==> src/rtl/muxn_pkg.sv <==
// Shared definitions for the N-channel arbitrated mux: arbitration modes and
// the width helpers used to size the channel index.
package muxn_pkg;

    typedef enum logic {
        ARB_RR    = 1'b0,
        ARB_FIXED = 1'b1
    } arb_mode_e;

    function automatic int clog2(input int value);
        int r;
        r = 0;
        while ((1 << r) < value) begin
            r++;
        end
        return r;
    endfunction

    // An index still needs one bit when there is only a single channel.
    function automatic int sel_width(input int n_ch);
        return (n_ch <= 1) ? 1 : clog2(n_ch);
    endfunction

endpackage

==> src/rtl/muxn_rr_arb_rr_grant.sv <==
// Combinational grant picker: rotating search from ptr (round-robin) or a
// lowest-index search (fixed priority) over the request vector.
module rr_grant
    import muxn_pkg::*;
#(
    parameter int N_CH  = 4,
    parameter int SEL_W = 2
) (
    input  logic [N_CH-1:0]  req,
    input  logic [SEL_W-1:0] ptr,
    input  arb_mode_e        mode,
    output logic [N_CH-1:0]  gnt_onehot,
    output logic [SEL_W-1:0] gnt_idx,
    output logic             gnt_any
);

    int start;
    int idx;

    // An out-of-range pointer restarts the search at channel 0, so an index
    // >= N_CH can never be granted even when N_CH is not a power of two.
    always_comb begin
        gnt_onehot = '0;
        gnt_idx    = '0;
        gnt_any    = 1'b0;
        idx        = 0;
        if (mode == ARB_FIXED || int'(ptr) >= N_CH) begin
            start = 0;
        end else begin
            start = int'(ptr);
        end
        for (int k = 0; k < N_CH; k++) begin
            idx = start + k;
            if (idx >= N_CH) begin
                idx = idx - N_CH;
            end
            if (!gnt_any && req[idx]) begin
                gnt_any         = 1'b1;
                gnt_onehot[idx] = 1'b1;
                gnt_idx         = SEL_W'(idx);
            end
        end
    end

endmodule

==> src/rtl/muxn_rr_arb.sv <==
// N-channel arbitrated mux feeding a one-entry registered valid/ready output
// stage; holds the round-robin pointer and the output register.
module muxn_rr_arb
    import muxn_pkg::*;
#(
    parameter int  N_CH     = 4,
    parameter int  DATA_W   = 8,
    parameter int  ARB_MODE = 0,
    localparam int SEL_W    = sel_width(N_CH)
) (
    input  logic                   clk,
    input  logic                   rst_n,
    input  logic [N_CH*DATA_W-1:0] in_data,
    input  logic [N_CH-1:0]        in_valid,
    output logic [N_CH-1:0]        in_ready,
    output logic [DATA_W-1:0]      out_data,
    output logic [SEL_W-1:0]       out_sel,
    output logic                   out_valid,
    input  logic                   out_ready
);

    localparam arb_mode_e MODE = (ARB_MODE != 0) ? ARB_FIXED : ARB_RR;

    logic [SEL_W-1:0]  ptr_q, ptr_d;
    logic [DATA_W-1:0] out_data_q, out_data_d;
    logic [SEL_W-1:0]  out_sel_q, out_sel_d;
    logic              out_valid_q, out_valid_d;

    logic [N_CH-1:0]   gnt_onehot;
    logic [SEL_W-1:0]  gnt_idx;
    logic              gnt_any;
    logic              load_en;
    logic              xfer;
    logic [DATA_W-1:0] gnt_word;

    rr_grant #(
        .N_CH  (N_CH),
        .SEL_W (SEL_W)
    ) u_grant (
        .req        (in_valid),
        .ptr        (ptr_q),
        .mode       (MODE),
        .gnt_onehot (gnt_onehot),
        .gnt_idx    (gnt_idx),
        .gnt_any    (gnt_any)
    );

    assign load_en = !out_valid_q || out_ready;
    assign xfer    = rst_n && load_en && gnt_any;

    // Forced low during reset so no producer sees an accept that the held
    // output register cannot honour.
    always_comb begin
        in_ready = '0;
        if (rst_n && load_en) begin
            in_ready = gnt_onehot;
        end
    end

    // One-hot select keeps the data path free of any out-of-range slice.
    always_comb begin
        gnt_word = '0;
        for (int i = 0; i < N_CH; i++) begin
            if (gnt_onehot[i]) begin
                gnt_word = in_data[i*DATA_W +: DATA_W];
            end
        end
    end

    always_comb begin
        out_valid_d = xfer || (out_valid_q && !out_ready);
        out_data_d  = xfer ? gnt_word : out_data_q;
        out_sel_d   = xfer ? gnt_idx  : out_sel_q;
        ptr_d       = ptr_q;
        if (MODE == ARB_RR && xfer) begin
            if (int'(gnt_idx) == N_CH - 1) begin
                ptr_d = '0;
            end else begin
                ptr_d = gnt_idx + SEL_W'(1);
            end
        end
    end

    always_ff @(posedge clk or negedge rst_n) begin
        if (!rst_n) begin
            ptr_q       <= '0;
            out_data_q  <= '0;
            out_sel_q   <= '0;
            out_valid_q <= 1'b0;
        end else begin
            ptr_q       <= ptr_d;
            out_data_q  <= out_data_d;
            out_sel_q   <= out_sel_d;
            out_valid_q <= out_valid_d;
        end
    end

    assign out_data  = out_data_q;
    assign out_sel   = out_sel_q;
    assign out_valid = out_valid_q;

endmodule

==> config.mk <==
export PLATFORM = sky130hd
export DESIGN_NAME = muxn_rr_arb
export DESIGN_NICKNAME = d
export VERILOG_FILES = /design/src/rtl/muxn_pkg.sv /design/src/rtl/muxn_rr_arb_rr_grant.sv /design/src/rtl/muxn_rr_arb.sv
export SDC_FILE = /design/constraint.sdc
export NUM_CORES = 1
export LEC_CHECK = 0
export BUFFER_PORTS_ARGS = -buffer_cell sky130_fd_sc_hd__buf_2
export CORE_MARGIN = 2
export CORE_UTILIZATION = 25
export DETAILED_ROUTE_END_ITERATION = 7
export GPL_TIMING_DRIVEN = 0
export PLACE_DENSITY = 0.47
export SYNTH_ARGS = -nofsm -noshare
export SYNTH_HDL_FRONTEND = slang
export SYNTH_SLANG_ARGS = --single-unit
==> constraint.sdc <==
create_clock -name clk -period 5.3 [get_ports clk]
set_clock_uncertainty 0.1 [all_clocks]
set_input_delay 0.265 -clock clk [delete_from_list [all_inputs] [get_ports clk]]
set_output_delay 0.265 -clock clk [all_outputs]
set_load 0.02 [all_outputs]
==> results of run 1 <==
-- worst max-delay path, stage by stage (launching register included) --
cell and delay, ns:
dfrtp_1 0.47, buf_2 0.28, buf_2 0.25, inv_1 0.14
ha_1 0.32, buf_6 0.14, mux4_2 0.55, buf_6 0.17
or3_1 0.30, a21oi_1 0.19, nand4bb_1 0.15, buf_2 0.21
nor2b_1 0.14, buf_2 0.17
-- worst max-delay path by stage --
stage | from | cells past startpoint | slack [ns] | endpoint
floorplan | ptr_q[0] | 12 | 1.81 | in_ready[1]
global placement | ptr_q[0] | 12 | 1.24 | out_data[1]
detailed placement | ptr_q[0] | 12 | 1.24 | out_data[1]
CTS | ptr_q[0] | 12 | 1.21 | out_data[1]
global route | ptr_q[0] | 12 | 0.90 | out_data[1]
finish | ptr_q[0] | 13 | 1.22 | in_ready[1]
-- timing repair --
item                                   CTS  global route
setup endpoints to repair                0             0
endpoints found under the hold margin   13             0
hold buffers                             1             0
-- flip-flops by register name (all words and copies together) (netlist names) --
register	cells
out_sel	2
out_data	8
ptr_q	2
out_valid	1
-- routing by layer --
metal	wire length (um)	share of wire, %	GRT usage, %	vias to the layer above
li1	-	-	-	775
met5	0	0	0	-
met1	2170	49	19.1	703
met4	40	0.90	3.90	0
met3	240	5.4	1.70	4
met2	2010	45	22.1	37
-- metrics by stage --
stage                     cells  instance area (um^2)  power [mW]  util (%)  hold WS [ns]
after global routing        307                  1860        1.17      33.5         0.193
after detailed placement    302                  1800       0.979      32.5        0.0770
after global placement      302                  1800       0.984      32.5        0.0742
after CTS                   307                  1860        1.07      33.5         0.190
after floorplan             177                  1450       0.776         -        -0.131
final                       307                  1860        1.07      33.5         0.190
-- logic make-up (layout without fill, tap and decap cells) --
kind of cell,count (synthesis),after routing
simple gates,72,72
compound gates,54,54
buf+inv,21,79
flops,13,13
mux,9,9
fa+ha+maj,7,7
xor+xnor,1,1
-- power by group through the flow --
stage	Clock, mW	Combinational (mW)	Sequential, mW
after floorplan	0	0.550	0.226
after global placement	0	0.802	0.182
after detailed placement	0	0.798	0.181
after CTS	0.0892	0.802	0.181
after global routing	0.0955	0.889	0.187
final	0.0866	0.801	0.181
-- final cells by class --
class / count / area (um^2)
fillers: 620 / 3680
multi-input cells: 143 / 1010
flip-flops and latches: 13 / 325
repair buffers: 54 / 275
plain buffers: 15 / 91.3
well taps: 72 / 90.1
clock buffers: 4 / 45.0
inverters: 6 / 22.5
-- placed cells by master, fill, tap and decap left out, types with 2 or more instances in the layout --
master | synthesis | routed
nor2_1 | 24 | 24
or3b_1 | 3 | 3
and3_1 | 8 | 8
nor2b_1 | 3 | 3
buf_6 | 4 | 4
nor3_1 | 2 | 2
nor3b_1 | 2 | 2
o221a_1 | 8 | 8
inv_1 | 6 | 6
mux2_2 | 2 | 2
ha_1 | 7 | 7
clkbuf_8 | 0 | 3
a21o_1 | 2 | 2
a21oi_1 | 17 | 17
mux4_2 | 3 | 3
a32o_1 | 8 | 8
mux2i_1 | 4 | 4
dfrtp_1 | 13 | 13
clkbuf_1 | 7 | 8
buf_2 | 4 | 57
a2111o_1 | 2 | 2
o21ai_0 | 9 | 9
or3_1 | 4 | 4
nand2_1 | 16 | 16
==> flow_summary_export.csv, run 1 <==
group,metric,value,unit
outcome,status,"complete, no violations",
layout,final_nets,282,
detailed_routing,route.detailed.drc,0,
pwr,power.density,576,nW/um^2
yosys,synthesis.nets,223,
yosys,synthArstFlopShare,100,%
sta,max_slew.worst_pin.slew,0.819,ns
clock_network,clockBufferDepth,2,
floorplan,rows,27,
yosys,synth_xor_area_share,0.606,%
sta,slew_headroom,45.2,%
placement,io_buffers,53,
pwr,switching_share,48.9,%
placement,dp_hpwl,3.43,mm
yosys,syn_area,1450,um^2
flow_run,cap_violations,0,
worst_setup_path,cp.arrival,3.71,ns
yosys,seq_area_frac_synth,22.5,%
yosys,synthCells,177,
worst_setup_path,r2r_cells,12,
floorplan,core_area,5540,um^2
worst_setup_path,r2r_start,"ptr_q[0]",
clock_network,cts_tree,"done",
detailed_routing,viasPerCell,4.95,
sta,finalHoldViolations,0,
pwr,p_seq_share,17.0,%
worst_setup_path,start_kind,"flop",
worst_setup_path,path_max_fanout,10,
clock_network,ctsResizeCount,0,
yosys,synthMostInstantiatedCell,"nor2_1",
floorplan,num_io_pins,54,
worst_setup_path,reg2reg_slack,1.24,ns
yosys,synth_flop_cell,"dfrtp_1",
yosys,synth_compound_area_share,28.2,%
clock_network,root_buffer,"clkbuf_8",
hold_path,worst_hold_path.endpoint,"out_data[1]",
floorplan,start_util,26.1,%
placement,dp_slack,1.24,ns
hold_path,hold_class,"input pin to flop",
worst_setup_path,criticalPathCategory,"flop to primary output",
floorplan,die_area,6400,um^2
hold_path,hold_depth,2,
sta,fmax,245,MHz
global_route,grt_max_degree,15,
clock_network,clk_pin_slew_worst_paths,0.06,ns
sta,fin_crit_sh,76.9,%
yosys,ys_seq_elements,13,
yosys,synthTopCellsByCount,"nor2_1, a21oi_1, nand2_1, dfrtp_1, o21ai_0",
pwr,intPower,0.547,mW
floorplan,die-width,80.0,um
detailed_routing,vias,1519,
pwr,p_leak,0.832,nW
floorplan,die_h,80.0,um
yosys,yosys.area.top_type,"dfrtp_1",
clock_network,worstSkewPairLatency,0.23,ns
yosys,synth_edf_count,0,
worst_setup_path,r2r-end,"out_data[1]",
detailed_routing,drt_pre_antenna_iters,4,
yosys,muxShareOfSynthArea,9.00,%
sta,timing.final.ws_setup,1.22,ns
global_route,grt_pass1_vias,1429,
detailed_routing,drtAntennaViolNets,0,
clock_network,clock_sinks,13,
detailed_routing,drt_iter0_drc,64,
sta,fin_setup_tns,0,ns
hold_path,hp-start,"in_data[17]",
yosys,synth_top_family_by_area,"compound AO/OA/AOI/OAI gates",
global_route,antenna_found_initial,0,
yosys,yosysWarnings,0,
global_route,grt_pass1_wl,6.98,mm
worst_setup_path,required,4.93,ns
sta,rsz0062_at_grt,"no",
layout,antenna_cells,0,
detailed_routing,routedWlPerCell,14.5,um
global_route,grt_overflow,0,
yosys,yosys.area_share.simple,25.7,%
pwr,clkPwrFrac,8.1,%
layout,drive_gt1_share,31.5,%
pwr,irDropWorstVdd,202,uV
detailed_routing,totalWireLength,4.46,mm
yosys,ys_types,42,
layout,syn_to_final_growth,28.4,%
clock_network,cts_setup_buffers,0,
yosys,synthAdderAreaFrac,6.06,%
clock_network,numCtsBuffers,3,
pwr,p_sw,0.523,mW
pwr,p_comb_share,74.9,%
yosys,synth_top_area_share,22.5,%
sta,setup_viol,0,
yosys,synthTopCellsByArea,"dfrtp_1, nor2_1, o221a_1",
yosys,syn_area_per_cell,8.16,um^2
clock_network,cts_max_level,1,
placement,gp_congestion,0.823,
sta,period_minus_slack,4.08,ns
sta,slew_violations,0,
worst_setup_path,endpoint_kind,"primary output",
global_route,track_usage,13.7,%
Power figures use the tool's default switching activity.
==> inputs of run 2 (changes only) <==
Settings changed: PLACE_DENSITY 0.47 to 0.49.
Clock period 5.3 ns to 3.5 ns, I/O delays scaled along.
==> run 2 against run 1 <==
Flip-flop and latch count stayed put. Final cell count increased by 2.3%. Clock-buffer cell count is the same. Setup slack got worse by 1.1 ns. Global-route usage is 0.11 points lower. First-iteration DRC count down 6.3%. Register-to-register slack worse by 1.0 ns. Utilization up 1.9 points. Via count rose by 4.7%. Non-clock buffer count grew 7. Sequential share of layout area fell by 0.79 points. Critical path type unchanged. Largest power group unchanged.
==> flow_summary_export.csv, run 2 (synthesis gave the netlist of run 1 again) <==
group,metric,value,unit
outcome,status,"complete, no violations",
clock_network,clk_pin_slew_worst_paths,0.06,ns
worst_setup_path,path_max_fanout,10,
worst_setup_path,cp.arrival,3.11,ns
global_route,met2_usage,21.5,%
global_route,grt_pass1_wl,6.97,mm
hold_path,hold_class,"input pin to flop",
floorplan,die_h,80.0,um
clock_network,cts_tree,"done",
detailed_routing,route.detailed.drc,0,
detailed_routing,drt_iter0_drc,60,
layout,largest_reg_flops,8,
global_route,antenna_found_initial,0,
worst_setup_path,r2r_cells,12,
sta,fmax,296,MHz
sta,slew_headroom,65.2,%
pwr,power.density,905,nW/um^2
global_route,grt_pass1_vias,1431,
floorplan,rows,27,
global_route,grt.busiest_layer,"met2",
sta,setup_viol,0,
layout,layout_common_cells,"buf_2, nor2_1, a21oi_1, nand2_1, dfrtp_1",
placement,dp_slack,-0.525,ns
detailed_routing,totalWireLength,4.45,mm
worst_setup_path,criticalPathCategory,"flop to primary output",
sta,slew_violations,0,
detailed_routing,vias,1591,
layout,antenna_cells,0,
layout,fillers,602,
floorplan,die_area,6400,um^2
layout,multiInputGateArea,1020,um^2
global_route,grt_max_degree,15,
worst_setup_path,path_buf_inv,7,
layout,syn_to_final_growth,35.5,%
worst_setup_path,endpoint_kind,"primary output",
sta,timing.final.ws_setup,0.117,ns
pwr,irDropWorstVdd,289,uV
global_route,grt_overflow,0,
layout,final_nets,289,
placement,dp_hpwl,3.37,mm
floorplan,die-width,80.0,um
detailed_routing,viasPerCell,5.07,
detailed_routing,drtAntennaViolNets,0,
worst_setup_path,reg2reg_slack,0.20,ns
layout,layout_commonest_cell,"buf_2",
clock_network,clockBufferDepth,2,
worst_setup_path,start_kind,"flop",
floorplan,core_area,5540,um^2
detailed_routing,drt_pre_antenna_iters,5,
floorplan,start_util,26.1,%
worst_setup_path,crit_family,"buffers and inverters",
clock_network,worstSkewPairLatency,0.24,ns
sta,fin_setup_tns,0,ns
worst_setup_path,required,3.22,ns
hold_path,worst_hold_path.endpoint,"out_data[1]",
worst_setup_path,r2r_start,"ptr_q[0]",
worst_setup_path,critPathSlowestCell,"mux4_2",
sta,finalHoldViolations,0,
detailed_routing,routedWlPerCell,14.2,um
clock_network,cts_max_level,1,
placement,gp_congestion,0.796,
flow_run,cap_violations,0,
worst_setup_path,crit_top_cell,"buf_6",
layout,design_area,1960,um^2
pwr,p_leak,0.876,nW
clock_network,clock_sinks,13,
clock_network,root_buffer,"clkbuf_8",
sta,max_slew.worst_pin.slew,0.521,ns
placement,io_buffers,53,
hold_path,hold_depth,2,
floorplan,num_io_pins,54,
clock_network,numCtsBuffers,3,
layout,drive_gt1_share,36.8,%
global_route,grt_use_met3,0.566,%
worst_setup_path,crit_chain,"buf_6, buf_6, inv_2, ha_1, buf_6, mux4_2, buf_6, or3_1, a21oi_2, nand4bb_1, buf_6, nor2b_2, buf_4",
hold_path,hp-start,"in_data[17]",
sta,period_minus_slack,3.38,ns
worst_setup_path,r2r-end,"out_data[1]",
layout,regArea,328,um^2
global_route,globalRouteMet1Util,19.9,%
placement,dpl_cell_area,1800,um^2
sta,fin_crit_sh,96.7,%
global_route,track_usage,13.6,%
worst_setup_path,critPathMaxStageDelay,0.55,ns
==> run 2: changes by cell type in the layout (fill, tap and decap cells not counted), sizes merged <==
cell / before / now
clkbuf: 11 / 10
buf: 61 / 69
==> run 2: metrics by stage <==
step	util [%]	power, mW	instances	hold slack [ns]
3_3_place_gp	32.5	1.48	302	-0.0118
2_1_floorplan	-	1.17	177	-0.221
4_1_cts	34.4	1.68	308	0.103
3_5_place_dp	32.5	1.48	302	-0.0148
6_report	35.3	1.77	314	0.0979
5_1_grt	35.3	1.94	314	0.118
==> run 2: where the power goes <==
| group | switching, mW | total (mW) | internal, mW |
|---|---|---|---|
| registers | 0.0400 | 0.267 | 0.227 |
| logic | 0.727 | 1.37 | 0.645 |
| clock network | 0.0543 | 0.135 | 0.0804 |
==> run 2: timing repair <==
action | CTS | global route
endpoints found under the setup margin | 12 | 10
pin swaps | 0 | 0
hold buffers | 1 | 0
hold endpoints to repair | 13 | 0
setup buffers | 2 | 6
resized for setup | 15 | 2
==> run 2: final cells by class <==
class | count | area share, %
buffer | 14 | 5.75
tap | 72 | 4.60
multi-input combinational | 143 | 52.1
timing repair buffer | 62 | 17.4
clock buffer | 4 | 2.30
sequential | 13 | 16.7
inverter | 6 | 1.15
==> run 2: per-layer routing <==
metal	wire (um)	part of all wire [%]	vias up
li1	-	-	791
met4	59	1.3	0
met2	2080	47	44
met1	2110	48	750
met5	0	0	-
met3	193	4.3	6
==> run 2: worst max-delay path by stage <==
| stage | slack (ns) | end | start | depth (start not counted) |
|---|---|---|---|---|
| floorplan | 0.08 | out_data[0] | ptr_q[0] | 12 |
| global placement | -0.59 | out_data[1] | ptr_q[0] | 12 |
| global route | -0.007 | in_ready[1] | ptr_q[0] | 13 |
| finish | 0.12 | in_ready[1] | ptr_q[0] | 13 |
| CTS | 0.0005 | in_ready[1] | ptr_q[1] | 11 |
| detailed placement | -0.53 | out_data[1] | ptr_q[0] | 12 |
